===== config.mk =====
export PLATFORM = sky130hd
export DESIGN_NAME = read_square_flat
export DESIGN_NICKNAME = d
export VERILOG_FILES = /design/src/rtl/paint_pkg.sv /design/src/rtl/read_square_if.sv /design/src/rtl/pixel_fifo2.sv /design/src/rtl/read_square.sv /design/src/flat_wrapper.sv
export SDC_FILE = /design/constraint.sdc
export NUM_CORES = 1
export LEC_CHECK = 0
export ABC_AREA = 1
export BUFFER_PORTS_ARGS = -buffer_cell sky130_fd_sc_hd__buf_2
export CAP_MARGIN = 20
export CORE_MARGIN = 4
export CORE_UTILIZATION = 59
export DETAILED_ROUTE_END_ITERATION = 8
export MAX_ROUTING_LAYER = met4
export PLACE_DENSITY = 0.86
export SYNTH_ARGS = -nofsm -noshare
export SYNTH_HDL_FRONTEND = slang
export SYNTH_HIERARCHICAL = 1
export SYNTH_SLANG_ARGS = --single-unit

===== constraint.sdc =====
create_clock -name clk -period 4.75 [get_ports clk]
set_input_delay 0.7125 -clock clk [delete_from_list [all_inputs] [get_ports clk]]
set_output_delay 0.7125 -clock clk [all_outputs]
set_load 0.03 [all_outputs]

===== src/rtl/paint_pkg.sv =====
// paint_pkg
// Shared definitions for the framebuffer painting blocks: the reader/writer
// state encoding and the default geometry and colour widths, which keep the
// square writer and reader agreeing on the layout of a pixel.
// No ports; import with "import paint_pkg::*;".
package paint_pkg;

   localparam int COLOR_W_DEF = 3;
   localparam int SIZE_W_DEF  = 4;
   localparam int COORD_W_DEF = 8;

   typedef enum logic [1:0] {
      IDLE  = 2'd0,
      SCAN  = 2'd1,
      DRAIN = 2'd2
   } state_t;

endpackage


===== src/rtl/read_square_if.sv =====
// read_square_if
// Bundles the two data paths of the square reader: the framebuffer read port
// (mem_rd/mem_x/mem_y out, mem_color back one cycle later) and the pixel
// output stream (out_valid/out_ready handshake with out_dx/out_dy/out_color).
// Modports:
//   master - the reader: drives read requests and the output stream
//   slave  - the environment: framebuffer and pixel consumer
interface read_square_if import paint_pkg::*; #(
   parameter int COLOR_W = COLOR_W_DEF,
   parameter int SIZE_W  = SIZE_W_DEF,
   parameter int COORD_W = COORD_W_DEF
);

   logic               mem_rd;
   logic [COORD_W-1:0] mem_x;
   logic [COORD_W-1:0] mem_y;
   logic [COLOR_W-1:0] mem_color;
   logic               out_valid;
   logic               out_ready;
   logic [SIZE_W-1:0]  out_dx;
   logic [SIZE_W-1:0]  out_dy;
   logic [COLOR_W-1:0] out_color;

   modport master (
      output mem_rd, mem_x, mem_y,
      input  mem_color,
      output out_valid, out_dx, out_dy, out_color,
      input  out_ready
   );

   modport slave (
      input  mem_rd, mem_x, mem_y,
      output mem_color,
      input  out_valid, out_dx, out_dy, out_color,
      output out_ready
   );

endinterface


===== src/rtl/pixel_fifo2.sv =====
// pixel_fifo2
// Two-entry FIFO holding returned pixels ({dx, dy, colour}) until the
// consumer accepts them. The head entry is presented combinationally.
// Ports:
//   clk, resetn      clock and synchronous active-low reset
//   push, push_data  write one entry (caller guarantees it is not full)
//   pop              remove the head entry (caller guarantees not empty)
//   head             current head entry
//   count            number of stored entries, 0..2
module pixel_fifo2 #(
   parameter int WIDTH = 11
) (
   input  logic             clk,
   input  logic             resetn,
   input  logic             push,
   input  logic [WIDTH-1:0] push_data,
   input  logic             pop,
   output logic [WIDTH-1:0] head,
   output logic [1:0]       count
);

   logic [WIDTH-1:0] mem_q [2];
   logic [WIDTH-1:0] mem_d [2];
   logic             wr_q, wr_d;
   logic             rd_q, rd_d;
   logic [1:0]       count_q, count_d;

   // A push and a pop in the same cycle leave the count unchanged; the two
   // single-bit pointers simply toggle between the two slots.
   always_comb begin
      mem_d   = mem_q;
      wr_d    = wr_q;
      rd_d    = rd_q;
      count_d = count_q + {1'b0, push} - {1'b0, pop};
      if (push) begin
         mem_d[wr_q] = push_data;
         wr_d        = ~wr_q;
      end
      if (pop) begin
         rd_d = ~rd_q;
      end
   end

   // Storage is cleared on reset so the head reads as zero afterwards.
   always_ff @(posedge clk) begin
      if (!resetn) begin
         mem_q[0] <= '0;
         mem_q[1] <= '0;
         wr_q     <= 1'b0;
         rd_q     <= 1'b0;
         count_q  <= 2'd0;
      end else begin
         mem_q   <= mem_d;
         wr_q    <= wr_d;
         rd_q    <= rd_d;
         count_q <= count_d;
      end
   end

   assign head  = mem_q[rd_q];
   assign count = count_q;

endmodule


===== src/rtl/read_square.sv =====
// read_square
// Reads a (S_X+1) x (S_Y+1) pixel region back from the framebuffer, x
// counting down in the outer loop and y counting down in the inner loop,
// and streams each pixel's offset and colour over a valid/ready handshake.
// The sweep order matches the square writer so a copy engine can pair the
// two streams pixel-for-pixel.
// Ports:
//   clk, resetn   clock and synchronous active-low reset
//   start         request a read (only looked at while idle)
//   X, Y          region origin; S_X, S_Y region extent minus one
//   bus           read_square_if.master: framebuffer read port + pixel stream
//   busy          a read is in progress
//   done          one-cycle pulse after the last pixel is accepted
//   checksum      16-bit wrapping sum of accepted colours
// Optional feature: define READ_SQUARE_CHECKSUM_EN to build the checksum
// accumulator; otherwise checksum is tied to zero.
module read_square import paint_pkg::*; #(
   parameter int COLOR_W = COLOR_W_DEF,
   parameter int SIZE_W  = SIZE_W_DEF,
   parameter int COORD_W = COORD_W_DEF
) (
   input  logic               clk,
   input  logic               resetn,
   input  logic               start,
   input  logic [COORD_W-1:0] X,
   input  logic [COORD_W-1:0] Y,
   input  logic [SIZE_W-1:0]  S_X,
   input  logic [SIZE_W-1:0]  S_Y,
   read_square_if.master      bus,
   output logic               busy,
   output logic               done,
   output logic [15:0]        checksum
);

   localparam int ENTRY_W = 2*SIZE_W + COLOR_W;
   localparam logic [SIZE_W-1:0] ONE = SIZE_W'(1);

   state_t                state_q, state_d;
   logic [COORD_W-1:0]    x_q, x_d, y_q, y_d;
   logic [SIZE_W-1:0]     sy_q, sy_d;
   logic [SIZE_W-1:0]     xcnt_q, xcnt_d, ycnt_q, ycnt_d;
   logic [2*SIZE_W-1:0]   tag_q, tag_d;
   logic                  inflight_q, inflight_d;

   logic [1:0]            fifo_count;
   logic [ENTRY_W-1:0]    fifo_head;
   logic                  pop;
   logic                  mem_rd;
   logic [2:0]            occupancy;

   // The read issued last cycle returns now and goes straight into the FIFO.
   pixel_fifo2 #(.WIDTH(ENTRY_W)) u_fifo (
      .clk       (clk),
      .resetn    (resetn),
      .push      (inflight_q),
      .push_data ({tag_q, bus.mem_color}),
      .pop       (pop),
      .head      (fifo_head),
      .count     (fifo_count)
   );

   // A new read may only be issued if its pixel is guaranteed a FIFO slot
   // when it returns: stored pixels plus the one in flight, less the one
   // leaving this cycle, must be below the FIFO depth.
   always_comb begin
      occupancy = {1'b0, fifo_count} + {2'b00, inflight_q} - {2'b00, pop};
      mem_rd    = (state_q == SCAN) && (occupancy < 3'd2);
   end

   // Next-state logic: latch the request in IDLE, walk the region in SCAN,
   // and in DRAIN wait for the last pixel to leave before pulsing done.
   always_comb begin
      state_d    = state_q;
      x_d        = x_q;
      y_d        = y_q;
      sy_d       = sy_q;
      xcnt_d     = xcnt_q;
      ycnt_d     = ycnt_q;
      tag_d      = tag_q;
      inflight_d = mem_rd;
      done       = 1'b0;
      case (state_q)
         IDLE: begin
            if (start) begin
               x_d     = X;
               y_d     = Y;
               sy_d    = S_Y;
               xcnt_d  = S_X;
               ycnt_d  = S_Y;
               state_d = SCAN;
            end
         end
         SCAN: begin
            if (mem_rd) begin
               tag_d = {xcnt_q, ycnt_q};
               if (ycnt_q == '0) begin
                  ycnt_d = sy_q;
                  xcnt_d = xcnt_q - ONE;
                  if (xcnt_q == '0) begin
                     state_d = DRAIN;
                  end
               end else begin
                  ycnt_d = ycnt_q - ONE;
               end
            end
         end
         DRAIN: begin
            if ((fifo_count == 2'd0) && !inflight_q) begin
               done    = 1'b1;
               state_d = IDLE;
            end
         end
         default: begin
            state_d = IDLE;
         end
      endcase
   end

   // Reset discards any in-flight read along with the FIFO contents.
   always_ff @(posedge clk) begin
      if (!resetn) begin
         state_q    <= IDLE;
         x_q        <= '0;
         y_q        <= '0;
         sy_q       <= '0;
         xcnt_q     <= '0;
         ycnt_q     <= '0;
         tag_q      <= '0;
         inflight_q <= 1'b0;
      end else begin
         state_q    <= state_d;
         x_q        <= x_d;
         y_q        <= y_d;
         sy_q       <= sy_d;
         xcnt_q     <= xcnt_d;
         ycnt_q     <= ycnt_d;
         tag_q      <= tag_d;
         inflight_q <= inflight_d;
      end
   end

   // Addresses and pixel fields read as zero whenever they are not valid,
   // so the idle/reset bus is quiet. Coordinate sums wrap without clipping.
   assign bus.mem_rd    = mem_rd;
   assign bus.mem_x     = mem_rd ? x_q + COORD_W'(xcnt_q) : '0;
   assign bus.mem_y     = mem_rd ? y_q + COORD_W'(ycnt_q) : '0;
   assign bus.out_valid = (fifo_count != 2'd0);
   assign pop           = bus.out_valid && bus.out_ready;
   assign bus.out_dx    = bus.out_valid ? fifo_head[ENTRY_W-1 -: SIZE_W] : '0;
   assign bus.out_dy    = bus.out_valid ? fifo_head[COLOR_W +: SIZE_W] : '0;
   assign bus.out_color = bus.out_valid ? fifo_head[COLOR_W-1:0] : '0;
   assign busy          = (state_q != IDLE) && !done;

`ifdef READ_SQUARE_CHECKSUM_EN
   logic [15:0] checksum_q, checksum_d;

   // Sum restarts when a new request is accepted and holds after done.
   always_comb begin
      checksum_d = checksum_q;
      if ((state_q == IDLE) && start) begin
         checksum_d = '0;
      end else if (pop) begin
         checksum_d = checksum_q + 16'(bus.out_color);
      end
   end

   always_ff @(posedge clk) begin
      if (!resetn) begin
         checksum_q <= '0;
      end else begin
         checksum_q <= checksum_d;
      end
   end

   assign checksum = checksum_q;
`else
   assign checksum = '0;
`endif

endmodule

===== src/flat_wrapper.sv =====
// flat-port wrapper written by rule: the top's interface ports become plain ports
module read_square_flat import paint_pkg::*;
#(
   parameter int COLOR_W = COLOR_W_DEF,
   parameter int SIZE_W  = SIZE_W_DEF,
   parameter int COORD_W = COORD_W_DEF
)
  (clk, resetn, start, X, Y, S_X, S_Y, busy, done, checksum, bus_mem_rd, bus_mem_x, bus_mem_y, bus_mem_color, bus_out_valid, bus_out_dx, bus_out_dy, bus_out_color, bus_out_ready);
  read_square_if #(.COLOR_W(COLOR_W), .SIZE_W(SIZE_W), .COORD_W(COORD_W)) bus_i ();
  input  logic clk;
  input  logic resetn;
  input  logic start;
  input  logic [COORD_W-1:0] X;
  input  logic [COORD_W-1:0] Y;
  input  logic [SIZE_W-1:0] S_X;
  input  logic [SIZE_W-1:0] S_Y;
  output logic busy;
  output logic done;
  output logic [15:0] checksum;
  output wire logic [$bits(bus_i.mem_rd)-1:0] bus_mem_rd;
  output wire logic [$bits(bus_i.mem_x)-1:0] bus_mem_x;
  output wire logic [$bits(bus_i.mem_y)-1:0] bus_mem_y;
  input wire logic [$bits(bus_i.mem_color)-1:0] bus_mem_color;
  output wire logic [$bits(bus_i.out_valid)-1:0] bus_out_valid;
  output wire logic [$bits(bus_i.out_dx)-1:0] bus_out_dx;
  output wire logic [$bits(bus_i.out_dy)-1:0] bus_out_dy;
  output wire logic [$bits(bus_i.out_color)-1:0] bus_out_color;
  input wire logic [$bits(bus_i.out_ready)-1:0] bus_out_ready;
  assign bus_mem_rd = bus_i.mem_rd;
  assign bus_mem_x = bus_i.mem_x;
  assign bus_mem_y = bus_i.mem_y;
  assign bus_i.mem_color = bus_mem_color;
  assign bus_out_valid = bus_i.out_valid;
  assign bus_out_dx = bus_i.out_dx;
  assign bus_out_dy = bus_i.out_dy;
  assign bus_out_color = bus_i.out_color;
  assign bus_i.out_ready = bus_out_ready;
  read_square #(.COLOR_W(COLOR_W), .SIZE_W(SIZE_W), .COORD_W(COORD_W)) u_core (.clk(clk), .resetn(resetn), .start(start), .X(X), .Y(Y), .S_X(S_X), .S_Y(S_Y), .bus(bus_i), .busy(busy), .done(done), .checksum(checksum));
endmodule

==> metrics.md, run 1 <==
| Metric | Value |
|---|---|
| M1 WL | `about 3500 um` |
| Skew final | `5.83 ps` |
| WL met2 | `between 3000 and 4000 um` |
| Clk pin slew, worst setup/hold paths | `70 ps` |
| Starting Density | `60.7%` |
| Gpl congestion | `about 0.84` |
| CTS Hold Bufs | `0` |
| Sw frac | `between 40 and 50%` |
| Gates resized, CTS repair | `0` |
| Worst R2R Setup Slack | `1670 ps` |
| Post-DP HPWL | `about 5700 um` |
| Synth unique cells | `31` |
| Synth warnings | `6` |
| Std-Cell Rows | `28` |
| Kind of critical path | `reg -> out` |
| Vias in the first global route | `3039` |
| Max-slew violations | `0` |
| Leakage | `between 1.5 and 2 nW` |
| Die W | `86.0 um` |
| Setup bufs post-CTS | `0` |
| Slew HR | `between 40% and 50%` |
| Max Cap Viol | `0` |
| Clock Power Share | `between 15 and 20%` |
| Die area | `between 7000 and 8000 um^2` |
| Routed vias/inst | `around 5` |
| Latest clock arrival within the worst-skew pair | `between 300 and 400 ps` |
| Internal power | `1.27 mW` |
| Wire length on met3 | `471 um` |
| Worst slew pin tran | `868 ps` |
| Psw | `between 1 and 1.5 mW` |
| Setup crit end kind | `output port` |
| Dpl cell area | `around 3800 um^2` |
| Power, Total | `roughly 2.4 mW` |
| Critical path cell sequence | `nor2_1, buf_4, nor2_1, ha_1, or2_2, fa_1, nand3_1, nor2_4, o21ai_0, a21oi_1, buf_2` |
| Count of final setup violators | `0` |
| Post-Layout Cell Count | `around 640` |
| Num CTS Buffers | `9` |
| Final net count | `around 600` |
| Clock buffer depth | `2` |
| Mean Syn Cell Area | `slightly above 7 um^2` |
| Worst path top cell family by delay | `simple AND/OR/NAND/NOR gates` |
| Final wirelength | `7830 um` |
| Setup TNS | `0 ps` |
| Syn Std Cell Area | `approximately 3600 um^2` |
| Seq pwr share | `a little over a third` |
| Tcrit/Tclk final | `just over 90%` |
| Hold Path End | `u_core/sy_q[0]$_SDFFE_PN0P_` |
| Highest Clock Rate | `around 230 MHz` |
| Post-synthesis instance total | `about 510` |
| WL/cell | `approximately 12 um` |
| Ports | `slightly below 80` |
| Buf/Inv on CP | `2` |
| Clock root cell | `clkbuf_8` |
| Worst r2r src | `u_core/u_fifo/count[1]$_SDFF_PN0_` |
| Highest routed layer | `met4` |
| Most frequent cells in the layout | `nor2_1, o21ai_0, dfxtp_1` |
| Initial DRC Count | `between 150 and 200` |
| Hold_sp | `u_core/sy_q[0]$_SDFFE_PN0P_` |
| CTS tree | `built` |
| Commonest non-fill, non-tap cell in the layout | `nor2_1` |
| Crit path arrival time | `around 3600 ps` |
| Placed Cells | `624` |
| Clock tree sinks | `between 60 and 70` |
| Comb power frac | `47.4%` |
| Finished Cell Area | `3970 um^2` |
| Worst setup SP type | `flop` |
| Max FO, Critical Path | `27` |
| First-pass GRT wire length | `13200 um` |
| Fin crit period | `roughly 4300 ps` |
| Flops & latches, synth | `65` |
| Total congestion overflow | `0` |
| Antenna Violating Nets Remaining | `0` |
| I/O Buffers | `61` |
| WHS Path Cells | `2` |
| VDD IR max | `about 0.00030 V` |
| Share of cells above drive strength 1 | `between 10% and 20%` |
| Hold WC Path Type | `reg -> reg` |
| Hold Vio Cnt, Final | `0` |
| Largest net degree at the start of global routing | `62` |
| Inserted Diodes | `0` |
| Outcome | `finished, final reports clean` |
| Area growth from synthesis to layout | `10.4%` |
| Register area share after synthesis | `36.2%` |
| Reg2reg end | `u_core/tag_q[6]$_SDFFE_PN0P_` |
| Crit-path slowest cell | `fa_1` |
| Crit path largest cell delay | `around 560 ps` |
| DRT Pass-1 Iters | `6` |
| H-Tree Depth | `3` |
| Worst EP required | `4040 ps` |
| Hold WS | `~470 ps` |
| CP most frequent cell | `nor2_1` |
| Worst r2r path cells | `10` |
| Power Dens Cells | `just under 600 nW/um^2` |
| DR vias | `between 3000 and 4000` |
| Die Span Y | `86.0 um` |
| Placeable Area | `5920 um^2` |
| Initial antenna violation count | `0` |
| DRC Markers | `0` |
| Overall Global Routing Usage | `a little under a quarter` |
| RSZ-0062 raised after global routing | `no` |
-- tightest hold or removal path, cell delays in order (launching register included) --
cell	delay, ps
dfxtp_1	300
inv_1	60
a21oi_1	60
-- power by group through the flow --
stage / Combinational [mW] / Clock (mW) / Sequential [mW]
after floorplan: 0.933 / 0 / 0.801
after global placement: 1.07 / 0 / 0.840
after detailed placement: 1.11 / 0 / 0.852
after CTS: 1.12 / 0.410 / 0.841
after global routing: 1.27 / 0.438 / 0.862
final: 1.12 / 0.400 / 0.844
-- cell type report --
class / count / area, um^2
well taps: 75 / 93.8
fillers: 523 / 1950
repair buffers: 62 / 313
clock buffers: 12 / 145
flip-flops and latches: 65 / 1300
clock inverters: 3 / 17.5
inverters: 64 / 240
multi-input cells: 358 / 1860
-- through the flow --
stage / utilization (%) / setup slack [ps]
global route: 67.0 / 152
CTS: 67.0 / 454
global placement: 64.3 / 778
floorplan: - / 1000
finish: 67.0 / 444
detailed placement: 64.3 / 714
-- cells in the mapped netlist, drive strengths merged --
library cell / count / area share, %
nand2: 68 / 7.9
nor3: 6 / 0.84
buf: 29 / 6.3
ha: 13 / 4.5
mux2: 11 / 4.3
o21ai: 66 / 9.2
clkbuf: 6 / 0.66
a21oi: 36 / 5.0
nand3: 21 / 2.9
o22ai: 1 / 0.17
nand4: 2 / 0.77
nor2: 111 / 12
conb: 1 / 0.10
fa: 3 / 1.7
a211oi: 1 / 0.35
dfxtp: 65 / 36
inv: 64 / 6.7
or2: 1 / 0.17
a31oi: 2 / 0.35
-- logic make-up (layout without fill, tap and decap cells) --
logic type / Yosys count / in the layout / share of synthesized area [%]
adder cells (fa/ha/maj): 16 / 16 / 6.20
AND/OR/NAND/NOR: 209 / 209 / 24.5
other: 1 / 16 / 0.104
buffers and inverters: 99 / 141 / 13.7
flip-flops: 65 / 65 / 36.2
AO/OA/AOI/OAI: 106 / 106 / 15.1
multiplexers: 11 / 11 / 4.28
-- metal layers --
metal	vias to the layer above	global-route usage, %
li1	1687	-
met1	1468	27.0
met2	96	38.1
met3	16	4.03
met4	0	9.21
met5	-	-
-- sequential cells by signal, indices dropped and copies added, names as in the netlist --
signal               cells
u_core/inflight_q        1
u_core/state_q           2
u_core/sy_q              4
u_core/tag_q             8
u_core/u_fifo/count      2
u_core/u_fifo/mem_q     22
u_core/u_fifo/rd_q       1
u_core/u_fifo/wr_q       1
u_core/x_q               8
u_core/xcnt_q            4
u_core/y_q               8
u_core/ycnt_q            4
-- how the worst max path moves through the flow --
stage	startpoint	endpoint	slack, ps	cells after the start
3_3_place_gp	bus_out_ready	bus_mem_x[2]	780	11
3_5_place_dp	bus_out_ready	bus_mem_x[4]	710	11
6_report	u_core/u_fifo/count[1]$_SDFF_PN0_	bus_mem_x[2]	440	11
2_1_floorplan	bus_out_ready	bus_mem_x[4]	1000	10
4_1_cts	u_core/u_fifo/count[1]$_SDFF_PN0_	bus_mem_x[4]	450	11
5_1_grt	u_core/u_fifo/count[1]$_SDFF_PN0_	bus_mem_x[2]	150	11
Power figures use the tool's default switching activity.
==> run 2: changes to the inputs <==
Settings changed: CORE_UTILIZATION 59 to 60, CTS_BUF_LIST from default to sky130_fd_sc_hd__clkbuf_4, PLACE_DENSITY 0.86 to 0.87, SLEW_MARGIN from default to 20.
==> run 2 against run 1 <==
Effect of this change: total power shrank 5.6%; non-clock buffer count unchanged; clock-buffer cell count is 3 lower; critical endpoint is now bus_mem_y[2].
==> metrics.md, run 2 (synthesis results as in run 1) <==
| Metric | Value |
|---|---|
| Outcome | `finished, final reports clean` |
| Final net count | `between 600 and 700` |
| Largest register by flop count | `u_core/u_fifo/mem_q` |
| Buf/Inv on CP | `1` |
| CTS Hold Bufs | `0` |
| Antenna Violating Nets Remaining | `0` |
| Share of cells above drive strength 1 | `~17%` |
| DR vias | `between 3000 and 4000` |
| VDD IR max | `approximately 0.00031 V` |
| Kind of critical path | `reg -> out` |
| Setup crit end kind | `output port` |
| Clock tree sinks | `65` |
| Final wirelength | `7560 um` |
| First-pass GRT wire length | `around 13000 um` |
| Ports | `78` |
| CTS tree | `built` |
| Worst EP required | `around 4000 ps` |
| Power, Total | `between 2 and 2.5 mW` |
| Slew HR | `between 40% and 50%` |
| Setup bufs post-CTS | `0` |
| Gpl congestion | `just over 0.9` |
| Starting Density | `about 64%` |
| I/O Buffers | `61` |
| WL/cell | `11.9 um` |
| Most frequent cells in the layout | `nor2_1, o21ai_0, dfxtp_1` |
| Crit path largest cell delay | `between 500 and 600 ps` |
| Leakage | `between 1.5 and 2 nW` |
| DRT Pass-1 Iters | `5` |
| Crit path arrival time | `approximately 3500 ps` |
| Hold WC Path Type | `reg -> reg` |
| Gates resized, CTS repair | `0` |
| Clock root cell | `clkbuf_4` |
| Routed vias/inst | `5.17` |
| Area growth from synthesis to layout | `8.43%` |
| Initial antenna violation count | `0` |
| Hold Vio Cnt, Final | `0` |
| Commonest non-fill, non-tap cell in the layout | `nor2_1` |
| # fillers | `between 500 and 600` |
| Worst slew pin tran | `888 ps` |
| Die Span Y | `approximately 85 um` |
| H-Tree Depth | `3` |
| Power Dens Cells | `about 570 nW/um^2` |
| Max Cap Viol | `0` |
| CP most frequent cell | `nor2_1` |
| Max FFs per register | `22` |
| Fin crit period | `between 4000 and 5000 ps` |
| Worst path top cell family by delay | `simple AND/OR/NAND/NOR gates` |
| Die W | `85.4 um` |
| Initial DRC Count | `about 260` |
| Crit-path slowest cell | `fa_1` |
| Placeable Area | `between 5000 and 6000 um^2` |
| Setup TNS | `0 ps` |
| Clock buffer depth | `2` |
| Post-DP HPWL | `5570 um` |
| Count of final setup violators | `0` |
| Clk pin slew, worst setup/hold paths | `100 ps` |
| Max-slew violations | `0` |
| Highest Clock Rate | `~240 MHz` |
| Die area | `roughly 7300 um^2` |
| Max FO, Critical Path | `27` |
| Num CTS Buffers | `9` |
| Inserted Diodes | `0` |
| DRC Markers | `0` |
| Total congestion overflow | `0` |
| Latest clock arrival within the worst-skew pair | `~400 ps` |
| Worst setup SP type | `flop` |
| Critical path cell sequence | `nor2_1, nor2_1, ha_1, or2_2, fa_1, nand3_1, nor2_4, o21ai_0, a21oi_1, buf_2` |
| RSZ-0062 raised after global routing | `no` |
| Tcrit/Tclk final | `88.6%` |
| Std-Cell Rows | `27` |
| Largest net degree at the start of global routing | `between 60 and 70` |
| Skew final | `roughly 12 ps` |
| Vias in the first global route | `2973` |
| Overall Global Routing Usage | `between 20% and 30%` |
==> run 2: cell count changes in the layout (fill, tap and decap cells not counted) <==
cell and change:
clkbuf_8 -10, clkinv_1 +3, clkinv_2 +1, clkbuf_1 -2
clkinvlp_4 -1, clkbuf_4 +9
==> run 2: through the flow <==
step                      hold slack (ps)  instance area [um^2]  worst slack, ps  std cells  utilization, %
after global routing                  490                  3890              218        636            69.0
after detailed placement              449                  3800              687        621            67.4
after global placement                443                  3800              788        621            67.4
final                                 464                  3890              542        636            69.0
after CTS                             463                  3890              504        636            69.0
after floorplan                       430                  3650             1000        522               -
==> run 2: routing by layer <==
metal | GRT usage (%) | part of all wire [%] | vias to the layer above
li1 | - | - | 1698
met1 | 26.3 | 45 | 1478
met2 | 36.7 | 47 | 102
met3 | 4.37 | 6.4 | 13
met4 | 8.92 | 1.7 | 0
met5 | - | 0 | -
==> run 2: power breakdown <==
| part | leakage (nW) | internal (mW) | switching (mW) |
|---|---|---|---|
| combinational | 1.30 | 0.371 | 0.741 |
| sequential | 0.533 | 0.699 | 0.139 |
| clock | 0.0578 | 0.0969 | 0.185 |
==> run 2: final cells by class <==
class | instances | area [um^2] | share of cell area [%]
Tap cell | 72 | 90.1 | 2.31
Multi-Input combinational cell | 358 | 1860 | 47.7
Clock buffer | 9 | 67.6 | 1.73
Timing Repair Buffer | 62 | 313 | 8.03
Clock inverter | 6 | 26.3 | 0.675
Sequential cell | 65 | 1300 | 33.4
Inverter | 64 | 240 | 6.17
==> run 2: path summary, 6_finish.rpt <==
check | from | endpoint | slack, ps | cells after the start
max reg2reg | u_core/u_fifo/count[1]$_SDFF_PN0_ | u_core/tag_q[3]$_SDFFE_PN0P_ | 1820 | 9
min | u_core/sy_q[0]$_SDFFE_PN0P_ | u_core/sy_q[0]$_SDFFE_PN0P_ | 460 | 2
max | u_core/u_fifo/count[1]$_SDFF_PN0_ | bus_mem_y[2] | 540 | 10
min reg2reg | u_core/sy_q[0]$_SDFFE_PN0P_ | u_core/sy_q[0]$_SDFFE_PN0P_ | 460 | 2
==> run 2: worst min-delay path: stages (launching register included) <==
cell     delay, ps
dfxtp_1        310
inv_1           60
a21oi_1         50
